<file path="config.mk">
export PLATFORM = sky130hd
export DESIGN_NAME = fetch_unit
export DESIGN_NICKNAME = d
export VERILOG_FILES = /design/src/rtl/fetch_unit_pkg.sv /design/src/rtl/fetch_buf.sv /design/src/rtl/fetch_unit.sv
export SDC_FILE = /design/constraint.sdc
export NUM_CORES = 1
export LEC_CHECK = 0
export CAP_MARGIN = 20
export CORE_AREA = 2 2 139 114
export CTS_BUF_LIST = sky130_fd_sc_hd__clkbuf_16
export CTS_CLUSTER_DIAMETER = 40
export CTS_CLUSTER_SIZE = 25
export DETAILED_ROUTE_END_ITERATION = 12
export DIE_AREA = 0 0 141 116
export GPL_TIMING_DRIVEN = 0
export PLACE_DENSITY = 0.83
export SYNTH_ARGS = -nofsm -noshare
export SYNTH_HDL_FRONTEND = slang
export SYNTH_SLANG_ARGS = --single-unit
</file>
<file path="constraint.sdc">
create_clock -name clk -period 7.8 [get_ports clk]
set_input_delay 1.56 -clock clk [delete_from_list [all_inputs] [get_ports clk]]
set_output_delay 1.56 -clock clk [all_outputs]
set_load 0.005 [all_outputs]
</file>
<file path="src/rtl/fetch_unit_pkg.sv">
// Shared definitions for the instruction fetch unit: reset PC, IF/ID bus width,
// state encoding and PC increment helper.
package fetch_unit_pkg;

  localparam logic [31:0] RESET_PC_DEFAULT = 32'h1c000000;
  localparam int          IF_ID_BUS_W      = 64;

  typedef enum logic [1:0] {
    IDLE        = 2'd0,
    FETCH       = 2'd1,
    CANCEL_WAIT = 2'd2
  } fetch_state_e;

  function automatic logic [31:0] next_pc(input logic [31:0] pc);
    return pc + 32'd4;
  endfunction

endpackage

</file>
<file path="src/rtl/fetch_buf.sv">
// In-order fetch buffer: entries are allocated at request acceptance and filled
// oldest-first as responses return; the head is popped toward ID.
module fetch_buf
  import fetch_unit_pkg::*;
#(
  parameter int DEPTH = 2
) (
  input  logic                     clk,
  input  logic                     reset,
  input  logic                     flush,
  input  logic                     alloc,
  input  logic [31:0]              alloc_pc,
  input  logic                     fill,
  input  logic [31:0]              fill_inst,
  input  logic                     pop,
  output logic [$clog2(DEPTH):0]   count,
  output logic [$clog2(DEPTH):0]   pending,
  output logic                     head_filled,
  output logic [31:0]              head_pc,
  output logic [31:0]              head_inst
);

  localparam int PW = $clog2(DEPTH);
  localparam int CW = PW + 1;

  logic [31:0]    pc_mem   [DEPTH];
  logic [31:0]    inst_mem [DEPTH];
  logic [DEPTH-1:0] filled;
  logic [PW-1:0]  wr_ptr;
  logic [PW-1:0]  fill_ptr;
  logic [PW-1:0]  rd_ptr;

  // Pointers, occupancy and per-entry filled flags; a flush empties the buffer.
  always_ff @(posedge clk) begin
    if (reset || flush) begin
      wr_ptr   <= '0;
      fill_ptr <= '0;
      rd_ptr   <= '0;
      count    <= '0;
      pending  <= '0;
      filled   <= '0;
    end else begin
      if (alloc) begin
        wr_ptr         <= wr_ptr + 1'b1;
        filled[wr_ptr] <= 1'b0;
      end
      if (fill) begin
        fill_ptr         <= fill_ptr + 1'b1;
        filled[fill_ptr] <= 1'b1;
      end
      if (pop) begin
        rd_ptr <= rd_ptr + 1'b1;
      end
      count   <= count + CW'(alloc) - CW'(pop);
      pending <= pending + CW'(alloc) - CW'(fill);
    end
  end

  // Entry payload; cleared on reset so the head reads as zero afterwards.
  always_ff @(posedge clk) begin
    if (reset) begin
      for (int i = 0; i < DEPTH; i++) begin
        pc_mem[i]   <= 32'h0;
        inst_mem[i] <= 32'h0;
      end
    end else begin
      if (alloc) begin
        pc_mem[wr_ptr] <= alloc_pc;
      end
      if (fill) begin
        inst_mem[fill_ptr] <= fill_inst;
      end
    end
  end

  assign head_filled = (count != '0) && filled[rd_ptr];
  assign head_pc     = pc_mem[rd_ptr];
  assign head_inst   = inst_mem[rd_ptr];

endmodule

</file>
<file path="src/rtl/fetch_unit.sv">
// Instruction fetch unit: issues sequential fetches, buffers in-order responses
// for ID, and discards responses belonging to requests cancelled by a redirect.
module fetch_unit
  import fetch_unit_pkg::*;
#(
  parameter logic [31:0] RESET_PC  = RESET_PC_DEFAULT,
  parameter int          BUF_DEPTH = 2
) (
  input  logic                   clk,
  input  logic                   reset,
  input  logic                   id_allow_in,
  input  logic                   redirect_valid,
  input  logic [31:0]            redirect_target,
  output logic                   inst_req,
  output logic [31:0]            inst_addr,
  input  logic                   inst_addr_ok,
  input  logic                   inst_data_ok,
  input  logic [31:0]            inst_rdata,
  output logic                   if_to_id_valid,
  output logic [IF_ID_BUS_W-1:0] if_to_id_bus
);

  localparam int CW = $clog2(BUF_DEPTH) + 1;

  fetch_state_e state;
  logic [31:0]  fetch_pc;
  logic [CW-1:0] cancel_cnt;
  logic [CW-1:0] cancel_next;
  logic [CW-1:0] count;
  logic [CW-1:0] pending;
  logic [CW-1:0] used;
  logic          accept;
  logic          pop;
  logic          resp_drop;
  logic          resp_fill;
  logic          head_filled;
  logic [31:0]   head_pc;
  logic [31:0]   head_inst;

  // A slot freed by this cycle's pop may be reallocated at once, keeping one fetch per cycle.
  assign pop            = if_to_id_valid && id_allow_in;
  assign used           = count - CW'(pop);
  assign inst_req       = (state == FETCH) && (used < CW'(BUF_DEPTH)) && !redirect_valid;
  assign inst_addr      = fetch_pc;
  assign accept         = inst_req && inst_addr_ok;
  assign resp_drop      = inst_data_ok && (cancel_cnt != '0);
  assign resp_fill      = inst_data_ok && (cancel_cnt == '0) && (pending != '0);
  assign if_to_id_valid = head_filled && !redirect_valid && (state != CANCEL_WAIT);
  assign if_to_id_bus   = {head_pc, head_inst};

  // Outstanding requests still owed by memory after this cycle, if a redirect cancels them.
  always_comb begin
    cancel_next = cancel_cnt - CW'(resp_drop);
    if (redirect_valid) begin
      cancel_next = cancel_next + pending + CW'(accept) - CW'(resp_fill);
    end else begin
      cancel_next = cancel_next;
    end
  end

  // Fetch control state, next fetch address and cancel counter.
  always_ff @(posedge clk) begin
    if (reset) begin
      state      <= IDLE;
      fetch_pc   <= RESET_PC;
      cancel_cnt <= '0;
    end else begin
      cancel_cnt <= cancel_next;
      if (redirect_valid) begin
        fetch_pc <= redirect_target;
      end else if (accept) begin
        fetch_pc <= next_pc(fetch_pc);
      end
      case (state)
        IDLE:        state <= FETCH;
        FETCH:       if (redirect_valid && (cancel_next != '0)) state <= CANCEL_WAIT;
        CANCEL_WAIT: if (cancel_next == '0) state <= FETCH;
        default:     state <= IDLE;
      endcase
    end
  end

  fetch_buf #(
    .DEPTH (BUF_DEPTH)
  ) u_buf (
    .clk         (clk),
    .reset       (reset),
    .flush       (redirect_valid),
    .alloc       (accept),
    .alloc_pc    (fetch_pc),
    .fill        (resp_fill),
    .fill_inst   (inst_rdata),
    .pop         (pop),
    .count       (count),
    .pending     (pending),
    .head_filled (head_filled),
    .head_pc     (head_pc),
    .head_inst   (head_inst)
  );

endmodule

</file>
==> summary.txt, run 1 <==
Outcome
  • Status: finished clean

Place
  • Hpwl dp: 14600 um
  • Dpl ws: 2090 ps
  • Port Buf Inserts: 166
  • Placed inst area: 10100 um2
  • GPL Wtd Cong: 0.886

Clock network
  • Number of setup buffers added after CTS: 0
  • H-Tree Level Count: 4
  • Hold Buf Count CTS: 0
  • Num CTS Buffers: 17
  • Clk sink count: 174
  • Clk_lat worst skew: 430 ps
  • Clk buf depth: 2
  • Root Buffer: clkbuf_16
  • Clock transition at the registers of the reported paths: 60 ps
  • CTS tree: done
  • Resized Gates After CTS: 0

Synthesis
  • Post-Synthesis Cell Area: 8100 um2
  • Mapped Nets: 731
  • Dominant synthesized flop cell: edfxtp_1
  • Mean Syn Cell Area: 12.4 um2
  • Seq/Total Area, Yosys: 58.8%
  • Distinct cells, synth: 58
  • Area share of the largest cell type after synthesis: 47.4%
  • Mapped Cells: 653
  • Ys async rst share: 0%
  • Yosys warns: 0
  • Largest cells by area after synthesis: edfxtp_1 47%, dfxtp_1 11%, and2_1 10%, mux2_2 9.3%, xor2_1 1.6%
  • Seq cells post-synth: 174
  • Synth area leader: edfxtp_1
  • Post-synth EDFFs: 128

Routing
  • Via density: 5.64
  • Wire per inst: 19.6 um
  • DRC: 0
  • Drt first pass iters: 5
  • First DRT Iteration DRCs: 532
  • DRT antenna net count: 0
  • Vias: 5881
  • Total length of routed wires: 20400 um

Worst setup path
  • Most frequent cell on the critical path: clkdlybuf4s50_1
  • CP endpoint kind: output pin
  • Kind of critical path: in -> out
  • Critical Path Source Type: primary input
  • Crit-path max FO: 8
  • Worst path required time: 6240 ps
  • Critical path's slowest cell: clkdlybuf4s50_1
  • Largest stage delay on the critical path: 570 ps
  • Data arrival, critical path: 4140 ps
  • CP cell instances: clkdlybuf4s50_1, nor4_1, and2_1, ha_1, xnor2_2, and3_1, clkdlybuf4s50_1

Final layout
  • Share of post-route cells with drive strength above 1: 14.6%
  • Area delta synth->final: 30.9%
  • # diodes: 0
  • Design Area, Final: 10600 um2
  • Fillers: 983
  • Post-layout nets: 919
  • Area of the multi-input gates: 3120 um2
  • Sequential Area: 4760 um2

Floorplanning
  • Row Count: 40
  • Io pins: 168
  • Chip height: 116 um
  • Initial Util: 54.5%
  • Total Die Area: 16400 um2
  • Placeable Area: 14900 um2
  • Die width: 141 um

Global route
  • Initial antenna violation count: 0
  • Total grt overflow: 0
  • Number of global-route vias before repair: 6068
  • First-pass GRT wire length: 32300 um
  • Total track usage: 25.9%
  • Largest net degree at the start of global routing: 33

STA
  • Clk_skew: 11.4 ps
  • Final Hold Fails: 0
  • Worst slew pin tran: 883 ps
  • Relative slew slack: 40.9%
  • Final setup fails: 0
  • Fin crit period: 5700 ps
  • Max Fclk: 176 MHz
  • Worst path setup slack after routing: 2100 ps
  • Post-route clock period utilization: 73.0%
  • Slew Limit Fails: 0
  • RSZ-0062 raised after global routing: no

Power
  • Sw Share: 24.5%
  • Pwr dens: 202 nW/um2
  • Worst VDD drop: 0.000166 V
  • Flop pwr share: 50.8%
  • Comb pwr share: 14.4%
  • Cell Int Power: 1.62 mW
  • Net switching power figure: 0.526 mW
  • P_leak: 3.99 nW
  • Clock share of power: 34.8%

Flow run
  • Max Cap Viol: 0

Min path
  • Hold Path Class: reg -> reg
## cell type report
| type | instances | area share (%) |
|---|---|---|
| well taps | 189 | 2.23 |
| flip-flops and latches | 174 | 44.9 |
| multi-input cells | 430 | 29.4 |
| clock buffers | 17 | 4.01 |
| clock inverters | 15 | 0.802 |
| inverters | 14 | 0.495 |
| repair buffers | 169 | 16.4 |
| plain buffers | 35 | 1.72 |
## registers in the layout, summed over array words and instances, names as in the netlist, named ones only
| signal | cells |
|---|---|
| cancel_cnt | 2 |
| inst_addr | 32 |
| state | 2 |
| u_buf.count | 2 |
| u_buf.fill_ptr | 1 |
| u_buf.filled | 2 |
| u_buf.inst_mem | 64 |
| u_buf.pc_mem | 64 |
| u_buf.pending | 2 |
| u_buf.rd_ptr | 1 |
| u_buf.wr_ptr | 1 |
## synthesized netlist by cell type (3+ instances only)
| library cell | count |
|---|---|
| and2_1 | 130 |
| xnor2_1 | 10 |
| xor2_1 | 15 |
| a21oi_1 | 19 |
| clkbuf_2 | 5 |
| and4_1 | 3 |
| a31oi_1 | 6 |
| nor3_1 | 9 |
| clkbuf_1 | 21 |
| and3_1 | 8 |
| nand4_2 | 4 |
| mux2i_1 | 4 |
| ha_1 | 7 |
| nor4_1 | 3 |
| edfxtp_1 | 128 |
| nor2b_1 | 3 |
| mux2_2 | 67 |
| o22ai_1 | 4 |
| buf_6 | 4 |
| and2_2 | 3 |
| nand2_1 | 30 |
| nand3_1 | 14 |
| o211ai_1 | 4 |
| dfxtp_1 | 46 |
| nand4_1 | 15 |
| inv_1 | 13 |
| a211oi_1 | 10 |
| nor2_1 | 33 |
## through the flow
step | power (mW) | hold slack [ps] | cells | utilization (%) | TNS, ps
after floorplan | 1.24 | 454 | 653 | - | 0
after global placement | 1.39 | 472 | 1008 | 67.3 | -8540
after detailed placement | 1.41 | 488 | 1011 | 67.9 | 0
after CTS | 2.15 | 500 | 1043 | 71.4 | 0
after global routing | 2.23 | 521 | 1043 | 71.4 | 0
final | 2.14 | 499 | 1043 | 71.4 | 0
## critical path, delay by kind of cell
kind	cells	cell delay (ps)
simple gates	3	1030
xor+xnor	1	220
fa+ha+maj	1	220
buf+inv	2	1100
## power by group through the flow
stage	clock network (mW)	logic, mW	registers (mW)
2_1_floorplan	0	0.143	1.10
3_3_place_gp	0	0.287	1.11
3_5_place_dp	0	0.306	1.11
4_1_cts	0.749	0.308	1.09
5_1_grt	0.799	0.333	1.10
6_report	0.746	0.308	1.09
## final timing paths
check | end | startpoint | slack (ps) | cells after the start
setup reg to reg | state[0] | u_buf.rd_ptr | 4210 | 13
hold / removal | u_buf.filled[0] | u_buf.filled[0] | 500 | 2
setup / recovery | inst_req | redirect_valid | 2100 | 7
hold reg to reg | u_buf.filled[0] | u_buf.filled[0] | 500 | 2
## layer usage
metal  up-vias  global-route usage (%)  wire length, um
li1       2733                       -                -
met4         0                    10.1              506
met5         -                       0                0
met1      2845                    33.5             8570
met2       267                    42.7             9950
met3        36                    6.32             1400
## placed cells by master, fill, tap and decap left out, drive strengths merged, types with 2 or more instances in the layout
| cell type | n |
|---|---|
| and4 | 4 |
| nand2b | 2 |
| mux2i | 4 |
| nor3 | 9 |
| dlygate4sd1 | 2 |
| dfxtp | 46 |
| nand4 | 19 |
| clkdlybuf4s50 | 166 |
| buf | 10 |
| nor2 | 35 |
| a211oi | 11 |
| nor2b | 3 |
| nor4 | 5 |
| ha | 7 |
| edfxtp | 128 |
| nand4b | 2 |
| and3 | 8 |
| nand3 | 15 |
| and3b | 2 |
| inv | 18 |
| xnor2 | 11 |
| o311ai | 2 |
| o211ai | 4 |
| o22ai | 4 |
| a21oi | 19 |
| a31oi | 6 |
| xor2 | 15 |
| o21ai | 2 |
| mux2 | 67 |
| and2 | 133 |
| clkbuf | 43 |
| nand2 | 30 |
| clkinv | 10 |
## kinds of logic (layout without fill, tap and decap cells)
group,Yosys count,count (layout),synth area share [%]
mux,71,71,9.81
fa+ha+maj,8,8,1.33
flops,174,174,58.8
simple gates,269,269,19.5
buf+inv,49,250,2.90
compound gates,55,55,4.48
xor+xnor,27,27,3.20
No activity file was read; power rests on OpenSTA's default activity.
==> inputs of run 2 (changes only) <==
- CORE_AREA: 2 2 139 114 -> 2 2 143 117
- DIE_AREA: 0 0 141 116 -> 0 0 145 119
- PLACE_DENSITY: 0.83 -> 0.79
- clock period: 7.8 -> 5.65 ns (I/O delays scaled with it)
==> summary.txt, run 2 (synthesized netlist as in run 1, its figures left out) <==
Outcome
  • Status: finished clean

Clock network
  • Clock transition at the registers of the reported paths: 60 ps
  • Clk_lat worst skew: 440 ps
  • Clk sink count: 174
  • Resized Gates After CTS: 0
  • Hold Buf Count CTS: 0
  • Number of setup buffers added after CTS: 0
  • H-Tree Level Count: 4
  • Clk buf depth: 2
  • Root Buffer: clkbuf_16
  • Num CTS Buffers: 17
  • CTS tree: done

Global route
  • Total track usage: 23.9%
  • Total grt overflow: 0
  • Number of global-route vias before repair: 5994
  • Initial antenna violation count: 0
  • First-pass GRT wire length: 31800 um
  • Largest net degree at the start of global routing: 33

STA
  • Final Hold Fails: 0
  • Relative slew slack: 40.2%
  • Fin crit period: 4920 ps
  • Final setup fails: 0
  • Max Fclk: 203 MHz
  • Worst slew pin tran: 893 ps
  • Clk_skew: 9.25 ps
  • Post-route clock period utilization: 87.1%
  • Worst path setup slack after routing: 729 ps
  • Slew Limit Fails: 0
  • RSZ-0062 raised after global routing: no
  • Setup TNS: 0 ps

Floorplanning
  • Die width: 145 um
  • Placeable Area: 16000 um2
  • Total Die Area: 17300 um2
  • Io pins: 168
  • Initial Util: 50.5%
  • Chip height: 119 um
  • Row Count: 42

Place
  • Placed inst area: 10100 um2
  • Hpwl dp: 14400 um
  • Port Buf Inserts: 166
  • GPL Wtd Cong: 0.849
  • Dpl ws: 812 ps

Routing
  • Vias: 5875
  • First DRT Iteration DRCs: 577
  • Total length of routed wires: 20100 um
  • DRC: 0
  • Wire per inst: 18.7 um
  • Via density: 5.47
  • DRT antenna net count: 0
  • Drt first pass iters: 5

Power
  • Comb pwr share: 14.0%
  • P_leak: 4.01 nW
  • Pwr dens: 284 nW/um2
  • Net switching power figure: 0.749 mW
  • Flop pwr share: 49.5%
  • Sw Share: 24.7%
  • Cell Int Power: 2.29 mW
  • Worst VDD drop: 0.000239 V
  • Clock share of power: 36.4%

Final layout
  • # diodes: 0
  • Share of post-route cells with drive strength above 1: 14.9%
  • Final Util: 66.7%
  • Most common cell after layout, fill and taps aside: clkdlybuf4s50_1
  • Post-layout nets: 919
  • Design Area, Final: 10700 um2
  • Area delta synth->final: 31.9%
  • Fillers: 1160
  • Most frequent cells in the layout: 166 x clkdlybuf4s50_1, 130 x and2_1, 128 x edfxtp_1, 67 x mux2_2, 46 x dfxtp_1
  • Sequential Area: 4760 um2
  • Area of the multi-input gates: 3120 um2

Worst setup path
  • Kind of critical path: in -> out
  • Critical path's slowest cell: nor4_1
  • CP bufs+invs: 2
  • Worst path required time: 4520 ps
  • Crit-path max FO: 8
  • Most frequent cell on the critical path: clkdlybuf4s50_1
  • Largest stage delay on the critical path: 600 ps
  • Critical Path Source Type: primary input
  • Data arrival, critical path: 3790 ps
  • CP cell instances: clkdlybuf4s50_1, nor4_1, and2_1, ha_1, xnor2_2, and3_1, clkdlybuf4s50_1
  • CP endpoint kind: output pin
  • CP delay by family, top: simple AND/OR/NAND/NOR gates

Min path
  • Hold Path Class: reg -> reg

Flow run
  • Max Cap Viol: 0
## run 2: changes by cell type in the layout (fill, tap and decap cells not counted)
cell,previous run,this run
clkinv_4,3,1
bufinv_16,0,1
inv_8,0,1
clkinv_2,4,3
clkinv_1,3,1
inv_6,1,4
## run 2: per-stage QoR
stage	hold slack, ps	cells	total power, mW
detailed placement	471	1042	1.95
global route	532	1074	3.14
floorplan	454	653	1.71
finish	482	1074	3.04
CTS	479	1074	3.05
global placement	470	1039	1.93
## run 2: final timing paths
kind	startpoint	end	slack (ps)	cells after the start
worst max register to register	u_buf.rd_ptr	state[0]	1980	13
worst min register to register	u_buf.filled[0]	u_buf.filled[0]	480	2
worst min-delay path	u_buf.filled[0]	u_buf.filled[0]	480	2
worst max-delay path	redirect_valid	inst_req	730	7
## run 2: metal layers
layer	wire length, um	share of wire (%)	vias to the layer above	global-route usage, %
met5	0	0	-	0
met4	567	2.8	0	9.78
met3	1050	5.2	43	4.90
met2	9740	48	215	38.8
met1	8770	44	2883	31.5
li1	-	-	2734	-
## run 2: layout make-up
type / instances / share of cell area [%]
Sequential cell: 174 / 44.6
Inverter: 14 / 0.492
Timing Repair Buffer: 169 / 16.3
Tap cell: 220 / 2.58
Clock inverter: 15 / 1.15
Buffer: 35 / 1.71
Clock buffer: 17 / 3.98
Multi-Input combinational cell: 430 / 29.2
## run 2: power by group through the flow
stage	Clock (mW)	Sequential, mW	Combinational (mW)
after floorplan	0	1.52	0.197
after global placement	0	1.53	0.397
after detailed placement	0	1.53	0.422
after CTS	1.12	1.50	0.426
after global routing	1.16	1.51	0.461
final	1.11	1.50	0.425
## run 2: worst min-delay path: stages (launching register included)
cell and delay (ps):
dfxtp_1 310, o21ai_0 70, a21oi_1 60
